$ cat config.mk
export PLATFORM = sky130hd
export DESIGN_NAME = mem_port_arbiter
export DESIGN_NICKNAME = d
export VERILOG_FILES = /design/src/rtl/mem_port_arbiter.sv
export SDC_FILE = /design/constraint.sdc
export NUM_CORES = 1
export LEC_CHECK = 0
export ABC_AREA = 1
export ABC_CLOCK_PERIOD_IN_PS = 1400
export BUFFER_PORTS_ARGS = -buffer_cell sky130_fd_sc_hd__buf_2
export CAP_MARGIN = 25
export CORE_MARGIN = 3
export CORE_UTILIZATION = 38
export DETAILED_ROUTE_END_ITERATION = 12
export HOLD_SLACK_MARGIN = 0.1
export PLACE_DENSITY = 0.78
export SETUP_SLACK_MARGIN = 0.3
export SLEW_MARGIN = 20
export SYNTH_ARGS = -nofsm -noshare
export SYNTH_HDL_FRONTEND = slang
export SYNTH_SLANG_ARGS = --single-unit
$ cat constraint.sdc
create_clock -name clk -period 1.4 [get_ports clk]
set_input_delay 0.21 -clock clk [delete_from_list [all_inputs] [get_ports clk]]
set_output_delay 0.21 -clock clk [all_outputs]
set_load 0.02 [all_outputs]
$ cat src/rtl/mem_port_arbiter.sv
// mem_port_arbiter: shares one fixed-latency single-ported memory between fetch (I) and memory-stage (D) requesters
module mem_port_arbiter #(
  parameter int AW = 32,
  parameter int DW = 32,
  parameter int MEM_LAT = 2,
  parameter int STARVE_MAX = 4
) (
  input  logic          clk,
  input  logic          reset,
  input  logic          i_req,
  input  logic [AW-1:0] i_addr,
  output logic          i_gnt,
  output logic          i_rvalid,
  output logic [DW-1:0] i_rdata,
  input  logic          d_req,
  input  logic          d_we,
  input  logic [AW-1:0] d_addr,
  input  logic [DW-1:0] d_wdata,
  output logic          d_gnt,
  output logic          d_rvalid,
  output logic [DW-1:0] d_rdata,
  output logic          mem_en,
  output logic          mem_we,
  output logic [AW-1:0] mem_addr,
  output logic [DW-1:0] mem_wdata,
  input  logic [DW-1:0] mem_rdata,
  output logic          busy
);
  typedef enum logic {IDLE, WAIT} state_t;
  localparam logic [3:0] LAT = 4'(MEM_LAT);
  localparam logic [3:0] SMAX = 4'(STARVE_MAX);
  state_t state, state_nx;
  logic [3:0] lat_cnt, starve_cnt;
  logic owner_d, we_q, issue, pick_i, done;
  always_comb begin
    issue = reset && state == IDLE && (i_req || d_req);
    pick_i = i_req && (!d_req || starve_cnt == SMAX);
    i_gnt = issue && pick_i;
    d_gnt = issue && !pick_i;
    mem_en = issue;
    mem_we = d_gnt && d_we;
    mem_addr = i_gnt ? i_addr : d_gnt ? d_addr : '0;
    mem_wdata = d_gnt ? d_wdata : '0;
    done = state == WAIT && lat_cnt == LAT;
    state_nx = issue ? WAIT : done ? IDLE : state;
    busy = state == WAIT;
  end
  always_ff @(posedge clk or negedge reset)
    if (!reset) state <= IDLE;
    else state <= state_nx;
  always_ff @(posedge clk or negedge reset) begin
    if (!reset) begin
      lat_cnt <= '0;
      starve_cnt <= '0;
      owner_d <= 1'b0;
      we_q <= 1'b0;
      i_rvalid <= 1'b0;
      d_rvalid <= 1'b0;
      i_rdata <= '0;
      d_rdata <= '0;
    end else begin
      i_rvalid <= done && !owner_d;
      d_rvalid <= done && owner_d;
      if (done && !owner_d) i_rdata <= mem_rdata;
      if (done && owner_d) d_rdata <= we_q ? '0 : mem_rdata;
      if (issue) begin
        lat_cnt <= 4'd1;
        owner_d <= !pick_i;
        we_q <= d_gnt && d_we;
      end else if (state == WAIT) lat_cnt <= done ? 4'd0 : lat_cnt + 4'd1;
      // fetch only counts as starved while it is actually waiting behind a D grant
      if (i_gnt || (d_gnt && !i_req)) starve_cnt <= '0;
      else if (d_gnt && starve_cnt != SMAX) starve_cnt <= starve_cnt + 4'd1;
    end
  end
endmodule

==> results of run 1 <==
[placed cells by master (no fill, tap or decap), types with 2 or more instances in the layout]
cell	n
nor2_4	36
buf_2	134
buf_12	21
clkinvlp_4	2
nor2_2	2
inv_4	2
buf_4	121
nand2_4	52
nand3_4	2
diode_2	3
dfrtp_2	2
nor2_1	5
buf_8	7
inv_1	42
buf_6	133
buf_16	9
inv_2	4
dlygate4sd3_1	32
xnor2_1	2
nand2_1	54
nand3_2	18
clkbuf_16	3
nand3_1	51
ha_4	2
clkbuf_8	9
inv_6	4
o21ai_0	2
dfrtp_1	75
nand4_1	33
nand2_8	4
o21ai_2	3
o21ai_1	2
nand2_2	107
ha_1	2
[flip-flops by register name, indices dropped and copies added (netlist names)]
| signal | count |
|---|---|
| owner_d | 1 |
| starve_cnt | 4 |
| lat_cnt | 4 |
| d_rdata | 32 |
| i_rdata | 32 |
| busy | 1 |
| i_rvalid | 1 |
| we_q | 1 |
| d_rvalid | 1 |
[cells by family (layout without fill, tap and decap cells)]
group / Yosys count / in the layout / share of synthesized area
xor+xnor: 2 / 2 / 0.004362
compound gates: 8 / 8 / 0.009967
buf+inv: 86 / 526 / 0.1006
other cells: 0 / 3 / 0
fa+ha+maj: 4 / 4 / 0.01246
simple gates: 365 / 365 / 0.3928
flops: 77 / 77 / 0.4798
[final cells by class]
class	instances	area (um^2)	area share
Inverter	50	202.7	0.02125
Antenna cell	3	7.507	0.0007871
Clock buffer	9	123.9	0.01299
Clock inverter	7	57.56	0.006034
Multi-Input combinational cell	379	2805	0.2941
Timing Repair Buffer	460	4245	0.4451
Tap cell	133	166.4	0.01745
Sequential cell	77	1929	0.2023
[layer usage]
metal,GRT usage,up-vias,wire [um]
met1,0.3645,3121,8655
met5,0,-,0
met2,0.6333,604,14130
li1,-,2590,-
met3,0.09888,265,2825
met4,0.2020,0,2860
[worst paths after layout]
| check | start | endpoint | slack [ns] |
|---|---|---|---|
| max in group asynchronous | reset | owner_d | 0.87 |
| worst min-delay path | reset | we_q | -0.05 |
| worst min register to register | i_rdata[27] | i_rdata[27] | 0.55 |
| min in group clk | d_we | we_q | 0.21 |
| worst max register to register | lat_cnt[0] | d_rdata[8] | -0.43 |
| worst max-delay path | starve_cnt[1] | mem_addr[12] | -0.66 |
[worst reg2reg max path, stage by stage, from the launching register on]
cell	delay [ns]
dfrtp_1	0.42
inv_2	0.09
ha_4	0.14
buf_6	0.10
nand3_4	0.10
nor2_4	0.22
clkinv_4	0.17
buf_12	0.19
nand2_4	0.12
nand2_2	0.14
[metrics by stage]
| stage | std cells | setup TNS [ns] | total power [uW] | setup WS, ns | util |
|---|---|---|---|---|---|
| after floorplan | 542 | -6.044 | 7676 | -0.1126 | - |
| after global placement | 948 | -11.54 | 9840 | -0.2155 | 0.6152 |
| after detailed placement | 948 | -13.86 | 9992 | -0.2401 | 0.6152 |
| after CTS | 1073 | -36.81 | 15340 | -0.5527 | 0.8473 |
| after global routing | 1117 | -62.71 | 19520 | -0.6978 | 0.9493 |
| final | 1118 | -56.70 | 18910 | -0.6632 | 0.9496 |
[what timing repair did]
item | 4_1_cts | 5_1_grt
pin swaps | 55 | 33
endpoints found under the setup margin | 211 | 212
buffers inserted | 66 | 38
resized for setup | 351 | 170
cloned | 11 | 3
endpoints found under the hold margin | 41 | 17
[where the power goes]
| group | switching (uW) | internal, uW |
|---|---|---|
| registers | 1060 | 3290 |
| clock network | 1040 | 674 |
| logic | 6640 | 6200 |
| total | 8740 | 10200 |
==> flow_summary.ini, run 1 <==
[power_and_ir_drop]
pwr_density_cell_mw_per_mm2 = 1983
vdd_drop_max_uv = 1457
power_leakage_uw = 0.005006

[timing]
period_minus_slack_ns = 2.063
fmax_mhz = 484.7
rsz0062_at_grt = yes
setup-violations-final = 141
finalCritPeriodShare = 1.474
finalWorstSetupSlack_ns = -0.6632
hold_viol_final = 17
relSlewSlack = 0.7864
whs_ns = -0.05499
skew_ns = 0.009420
tightest_slew_ns = 0.3205
drv_slew = 0

[floorplan]
core_area_mm2 = 0.01004
fp.dieArea_mm2 = 0.01184
rows = 36
start_util = 0.3999
dieHeight_um = 108.8
ios = 268
die_w_um = 108.8

[synth]
postSynthCellCount = 542
synth.net_count = 679
synth_area_mm2 = 0.004016
avgSynthCellArea_um2 = 7.410
synth_seq_area_share = 0.4798
yosysUniqueCellTypes = 19
ys.flop_type = dfrtp_1
synth.top_cell.area_share = 0.4798
yosys_warnings = 0
ys_ff_latch = 77
netlist_top_cells_area = dfrtp_1 48%, nand2_1 20%, nand3_1 8.8%
synthTopCellsByCount = 214 x nand2_1, 77 x dfrtp_1, 71 x nand3_1
synth_top_area_cell = dfrtp_1
synth_most_common_cell = nand2_1
synth_edf_count = 0
async_flop_share = 1.000

[worst_setup_path]
reg2regPathDepth = 9
crit_required_ns = 1.19
slowest_delay_ns = 0.42
worstSetupStartpointType = register
crit_family = buffers and inverters
end_kind = output pin
worst-endpoint-arrival_ns = 1.85
worstPathMaxFanout = 5
crit_chain = inv_2 -> ha_4 -> nand3_4 -> nand2_8 -> buf_12 -> clkbuf_16 -> nand4_1 -> nand2_2 -> buf_4
slowest_stage = dfrtp_1
cp_num_cells = 9
crit_buf_inv = 4
criticalPathCategory = register to output pin

[drt]
drc = 0
drtAntennaViolNets = 0
num_vias = 6580
vias_per_cell = 5.886
wl_mm = 28.47
drtPass1Iterations = 5
initialDrtViolationCount = 666
routedWlPerCell_um = 25.47

[layout]
layout.nets = 1114
fillers = 278
drive_above_1_share = 0.6935
area_delta_synth_final_pct = 137.5
fin_area_mm2 = 0.009538

[clock_network]
cts_root_buf = clkbuf_8
clk_pin_slew_worst_paths_ns = 0.09
cts_hold_buffers = 32
clock-sinks = 77
clk_latency_ns = 0.37
cts_max_level = 3
cts_tree = done
cts_buffers = 9
clk_path_buf_depth = 2

[placed_design]
gp_congestion = 0.8553
dp_hpwl_mm = 10.62
place_area_mm2 = 0.006180
io_buffer_count = 267

[run_status]
violations = negative hold slack, negative setup slack
status = finished with violations

[grt]
grt_start_max_net_pins = 78
overflow = 0
grt_usage = 0.3517
antenna_found_initial = 3
grt_pass1_vias = 6146
grt_pass1_wl_mm = 31.64

[run]
max_cap_violations = 0

[hold_path]
hold_path.class = input pin to async pin
(Power assumes the default switching activity.)
==> run 2: changes to the inputs <==
--- a/config.mk
+++ b/config.mk
@@ -10,11 +10,10 @@
 export BUFFER_PORTS_ARGS = -buffer_cell sky130_fd_sc_hd__buf_2
 export CAP_MARGIN = 25
 export CORE_MARGIN = 3
-export CORE_UTILIZATION = 38
+export CORE_UTILIZATION = 25
 export DETAILED_ROUTE_END_ITERATION = 12
 export HOLD_SLACK_MARGIN = 0.1
-export PLACE_DENSITY = 0.78
-export SETUP_SLACK_MARGIN = 0.3
+export PLACE_DENSITY = 0.55
 export SLEW_MARGIN = 20
 export SYNTH_ARGS = -nofsm -noshare
 export SYNTH_HDL_FRONTEND = slang
==> run 2 against run 1 <==
The run still ends with negative hold slack, negative setup slack left. Flip-flop and latch count is the same. Setup slack gained 0.12 ns. First-iteration DRC count shrank 70%. Worst hold slack gained 0.042 ns. Combinational power shrank 38%. Sequential share of layout area grew 2.4 points. Non-clock buffer count shrank 86. Cell area shrank 11%. Power shrank 23%. Register-to-register slack gained 0.38 ns. Die area grew 49%. Sequential power shrank 9.9%.
==> flow_summary.ini, run 2 (same netlist as run 1, synthesis figures left out) <==
[run_status]
status = finished with violations
violations = negative hold slack, negative setup slack

[power_and_ir_drop]
pwr_density_cell_mw_per_mm2 = 1713
p_comb_frac = 0.543
intPower_uw = 8410
power_leakage_uw = 0.004474
swShare = 0.4229
vdd_drop_max_uv = 741.2
switching_power_uw = 6163
power_frac_clock = 0.187
pwr-share-seq = 0.270

[timing]
finalCritPeriodShare = 1.390
setup_tns_ns = -35.43
period_minus_slack_ns = 1.946
relSlewSlack = 0.6272
whs_ns = -0.01288
fmax_mhz = 513.9
skew_ns = 0.007528
rsz0062_at_grt = yes
hold_viol_final = 32
tightest_slew_ns = 0.5593
setup-violations-final = 112
finalWorstSetupSlack_ns = -0.5460
drv_slew = 0

[worst_setup_path]
criticalPathCategory = register to output pin
end_kind = output pin
worstPathMaxFanout = 12
crit_required_ns = 1.19
worst-endpoint-arrival_ns = 1.74
worstSetupStartpointType = register

[grt]
overflow = 0
grt_usage = 0.1804
antenna_found_initial = 0
grt_pass1_vias = 4788
grt_pass1_wl_mm = 25.78
grt_start_max_net_pins = 52

[drt]
num_vias = 5012
drc = 0
drtAntennaViolNets = 0
wl_mm = 17.85
routedWlPerCell_um = 16.11
vias_per_cell = 4.523
initialDrtViolationCount = 198
drtPass1Iterations = 4

[layout]
mostFrequentLayoutCell = buf_2
drive_above_1_share = 0.6065
mostFrequentLayoutCells = 199 x buf_2, 126 x nand2_1, 76 x dfrtp_1, 71 x buf_6, 68 x nand2_2
layout.nets = 1029
top_regs = d_rdata x32, i_rdata x32
diodes = 0
area_delta_synth_final_pct = 111.9

[floorplan]
ios = 268
start_util = 0.2594
dieHeight_um = 132.8
core_area_mm2 = 0.01548
fp.dieArea_mm2 = 0.01762
die_w_um = 132.8
rows = 45

[placed_design]
place_ws_ns = -0.2287
io_buffer_count = 267
dp_hpwl_mm = 11.24
gp_congestion = 0.8190

[clock_network]
clk_pin_slew_worst_paths_ns = 0.06
clk_latency_ns = 0.34
cts_root_buf = clkbuf_16
clk_path_buf_depth = 2
cts_max_level = 3
cts_hold_buffers = 27
clock-sinks = 77
cts_tree = done
cts_buffers = 9

[run]
max_cap_violations = 0

[hold_path]
hold_path.class = input pin to async pin
==> run 2: cell count changes in the layout (fill, tap and decap cells not counted), moves of 9 or more <==
cell | previous run | this run
nand3_2 | 18 | 35
buf_6 | 133 | 71
nand2_4 | 52 | 21
nand2_1 | 54 | 126
clkbuf_16 | 3 | 21
buf_2 | 134 | 199
nand2_2 | 107 | 68
buf_4 | 121 | 39
clkbuf_8 | 9 | 0
nand3_1 | 51 | 31
==> run 2: cell type report <==
| cell class | instances | area [um^2] |
|---|---|---|
| clock buffer | 9 | 225.2 |
| tap | 211 | 264.0 |
| sequential | 77 | 1928 |
| timing repair buffer | 374 | 3187 |
| multi-input combinational | 380 | 2577 |
| inverter | 50 | 207.7 |
| clock inverter | 7 | 120.1 |
| fill | 1393 | 6974 |
==> run 2: worst max-delay path, stage by stage (launching register included) <==
cell       delay, ns
dfrtp_1         0.39
inv_2           0.08
ha_4            0.14
nand3_4         0.07
nand2_4         0.12
nand2_8         0.12
clkbuf_16       0.20
nand3_1         0.08
nand2_2         0.05
buf_4           0.15
==> run 2: path summary, 6_finish.rpt <==
kind                                      to  cells after the start  slack (ns)          start
worst max-delay path            mem_addr[20]                      9       -0.55  starve_cnt[1]
worst min-delay path                    busy                      2       -0.01          reset
worst max register to register   i_rdata[21]                      9       -0.05     lat_cnt[0]
worst min register to register    i_rdata[4]                      2        0.46     i_rdata[4]
max in group asynchronous         d_rdata[6]                      3        0.71          reset
min in group clk                 i_rdata[17]                      3        0.12  mem_rdata[17]
==> run 2: routing by layer <==
layer,wire [um],share of wire,vias up,GRT usage
met5,0,0,-,0
met4,308,0.017,0,0.03868
met3,1072,0.060,29,0.03916
met2,9213,0.52,169,0.3094
met1,7251,0.41,2396,0.2342
li1,-,-,2418,-
==> run 2: power by group through the flow <==
stage | Combinational (uW) | Sequential (uW) | Clock [uW]
2_1_floorplan | 2550 | 5070 | 0
3_3_place_gp | 6120 | 3880 | 0
3_5_place_dp | 6160 | 3880 | 0
4_1_cts | 7040 | 3880 | 2780
5_1_grt | 8480 | 4040 | 2880
6_report | 7920 | 3930 | 2720
==> run 2: timing repair <==
item	CTS	global route
hold endpoints to repair	66	39
setup buffers	12	6
setup endpoints to repair	134	138
gates resized for setup	149	147
cloned	7	13
pin swaps	14	51
==> run 2: stage by stage <==
stage | instances | cell area (um^2) | utilization | hold slack [ns] | total power, uW
6_report | 1108 | 8509 | 0.5496 | -0.01288 | 14570
4_1_cts | 1091 | 7654 | 0.4943 | -0.01150 | 13700
2_1_floorplan | 542 | 4463 | - | -0.08559 | 7617
3_3_place_gp | 1029 | 6270 | 0.4049 | 0.3553 | 9996
3_5_place_dp | 1029 | 6270 | 0.4049 | 0.3514 | 10030
5_1_grt | 1108 | 8509 | 0.5496 | 0.04068 | 15390
==> run 3: changes to the inputs <==
--- a/config.mk
+++ b/config.mk
@@ -14,6 +14,7 @@
 export DETAILED_ROUTE_END_ITERATION = 12
 export HOLD_SLACK_MARGIN = 0.1
 export PLACE_DENSITY = 0.55
+export SKIP_CTS_REPAIR_TIMING = 1
 export SLEW_MARGIN = 20
 export SYNTH_ARGS = -nofsm -noshare
 export SYNTH_HDL_FRONTEND = slang
==> run 3 against run 2 <==
The flow still finishes with violations (negative hold slack, negative setup slack). Cell area fell by 6.7%. Power fell by 1.3%. Fmax hardly changed. Routed wire length fell by 2.8%. Sequential power is 3% higher. Die area did not move. Highest routed layer unchanged.
==> flow_summary.ini, run 3 (same netlist as run 1, synthesis figures left out) <==
[drt]
drc = 0
drtPass1Iterations = 5
num_vias = 4863
initialDrtViolationCount = 218
wl_mm = 17.35
vias_per_cell = 4.515
routedWlPerCell_um = 16.11
drtAntennaViolNets = 0

[worst_setup_path]
worst-endpoint-arrival_ns = 1.74
cp_common_cell = nand2_8
crit_start = starve_cnt[1]
end_kind = output pin
timing.rr.start = lat_cnt[3]
worstSetupStartpointType = register
worstPathMaxFanout = 12
crit_chain = inv_2 -> ha_4 -> nand3_4 -> nand2_8 -> nand2_8 -> buf_12 -> nand3_1 -> nand2_2 -> buf_2
crit_family = simple AND/OR/NAND/NOR gates
crit_buf_inv = 3
slowest_delay_ns = 0.38
slowest_stage = dfrtp_1
criticalPathCategory = register to output pin
crit_required_ns = 1.19

[layout]
drive_above_1_share = 0.6305
layout.nets = 998
top_regs = d_rdata x32, i_rdata x32
mostFrequentLayoutCell = buf_2
final_util = 0.5126
mostFrequentLayoutCells = 225 x buf_2, 93 x nand2_1, 91 x nand2_2, 76 x dfrtp_1, 57 x nand3_1
diodes = 0
area_delta_synth_final_pct = 97.60
fillers = 1466
fin_area_mm2 = 0.007936

[grt]
grt_usage = 0.1613
overflow = 0
grt_pass1_wl_mm = 23.13
grt_start_max_net_pins = 52
grt_pass1_vias = 4427
antenna_found_initial = 0

[power_and_ir_drop]
pwr_density_cell_mw_per_mm2 = 1812
p_comb_frac = 0.531
vdd_drop_max_uv = 794.4
pwr-share-seq = 0.280
switching_power_uw = 6164
power_frac_clock = 0.189
power_leakage_uw = 0.004300
intPower_uw = 8219
swShare = 0.4286

[floorplan]
fp.dieArea_mm2 = 0.01762
start_util = 0.2594
core_area_mm2 = 0.01548
dieHeight_um = 132.8
ios = 268
die_w_um = 132.8
rows = 45

[clock_network]
cts_buffers = 9
clock-sinks = 77
clk_path_buf_depth = 2
cts_root_buf = clkbuf_16
clk_pin_slew_worst_paths_ns = 0.06
cts_tree = done
cts_max_level = 3
clk_latency_ns = 0.33

[placed_design]
gp_congestion = 0.8190
dp_hpwl_mm = 11.24
io_buffer_count = 267
place_ws_ns = -0.2287
place_area_mm2 = 0.006270

[timing]
skew_ns = 0.007257
finalCritPeriodShare = 1.390
finalWorstSetupSlack_ns = -0.5458
tightest_slew_ns = 0.5569
hold_viol_final = 25
relSlewSlack = 0.6287
fmax_mhz = 513.9
period_minus_slack_ns = 1.946
rsz0062_at_grt = yes
whs_ns = -0.009970
setup-violations-final = 130
drv_slew = 0

[run_status]
status = finished with violations
violations = negative hold slack, negative setup slack

[hold_path]
hold_path.class = input pin to async pin

[run]
max_cap_violations = 0
## run 3: path summary, 6_finish.rpt
path | slack, ns | cells past startpoint | end
max in group asynchronous | 0.70 | 3 | d_rdata[10]
hold / removal | -0.01 | 2 | busy
min in group clk | 0.10 | 3 | i_rdata[12]
setup / recovery | -0.55 | 9 | mem_addr[19]
setup reg to reg | -0.12 | 7 | d_rdata[2]
hold reg to reg | 0.46 | 2 | i_rdata[4]
## run 3: area by class of cell
class / instances / area [um^2] / area share
Inverter: 50 / 207.7 / 0.02617
Clock inverter: 7 / 120.1 / 0.01513
Sequential cell: 77 / 1928 / 0.2429
Tap cell: 211 / 264.0 / 0.03326
Multi-Input combinational cell: 380 / 2571 / 0.3240
Clock buffer: 9 / 225.2 / 0.02838
Timing Repair Buffer: 343 / 2620 / 0.3301
## run 3: per-layer routing
metal	wire length (um)	GRT usage	up-vias
li1	-	-	2355
met3	891	0.03726	27
met2	8957	0.2760	173
met1	7262	0.2090	2308
met4	242	0.03349	0
met5	0	0	-
## run 3: power by group through the flow
stage	logic (uW)	clock network (uW)	registers, uW
after global routing	8190	2880	4150
after detailed placement	6160	0	3880
after global placement	6120	0	3880
after CTS	6170	2780	3860
final	7640	2720	4030
after floorplan	2550	0	5070
## run 3: stage by stage
stage	setup TNS (ns)	hold WS, ns	power (uW)	cells
after detailed placement	-14.07	0.3514	10030	1029
after global routing	-49.37	0.04015	15210	1077
final	-39.17	-0.009970	14380	1077
after CTS	-40.22	-0.01150	12810	1045
after global placement	-12.77	0.3553	9996	1029
after floorplan	-6.018	-0.08559	7617	542
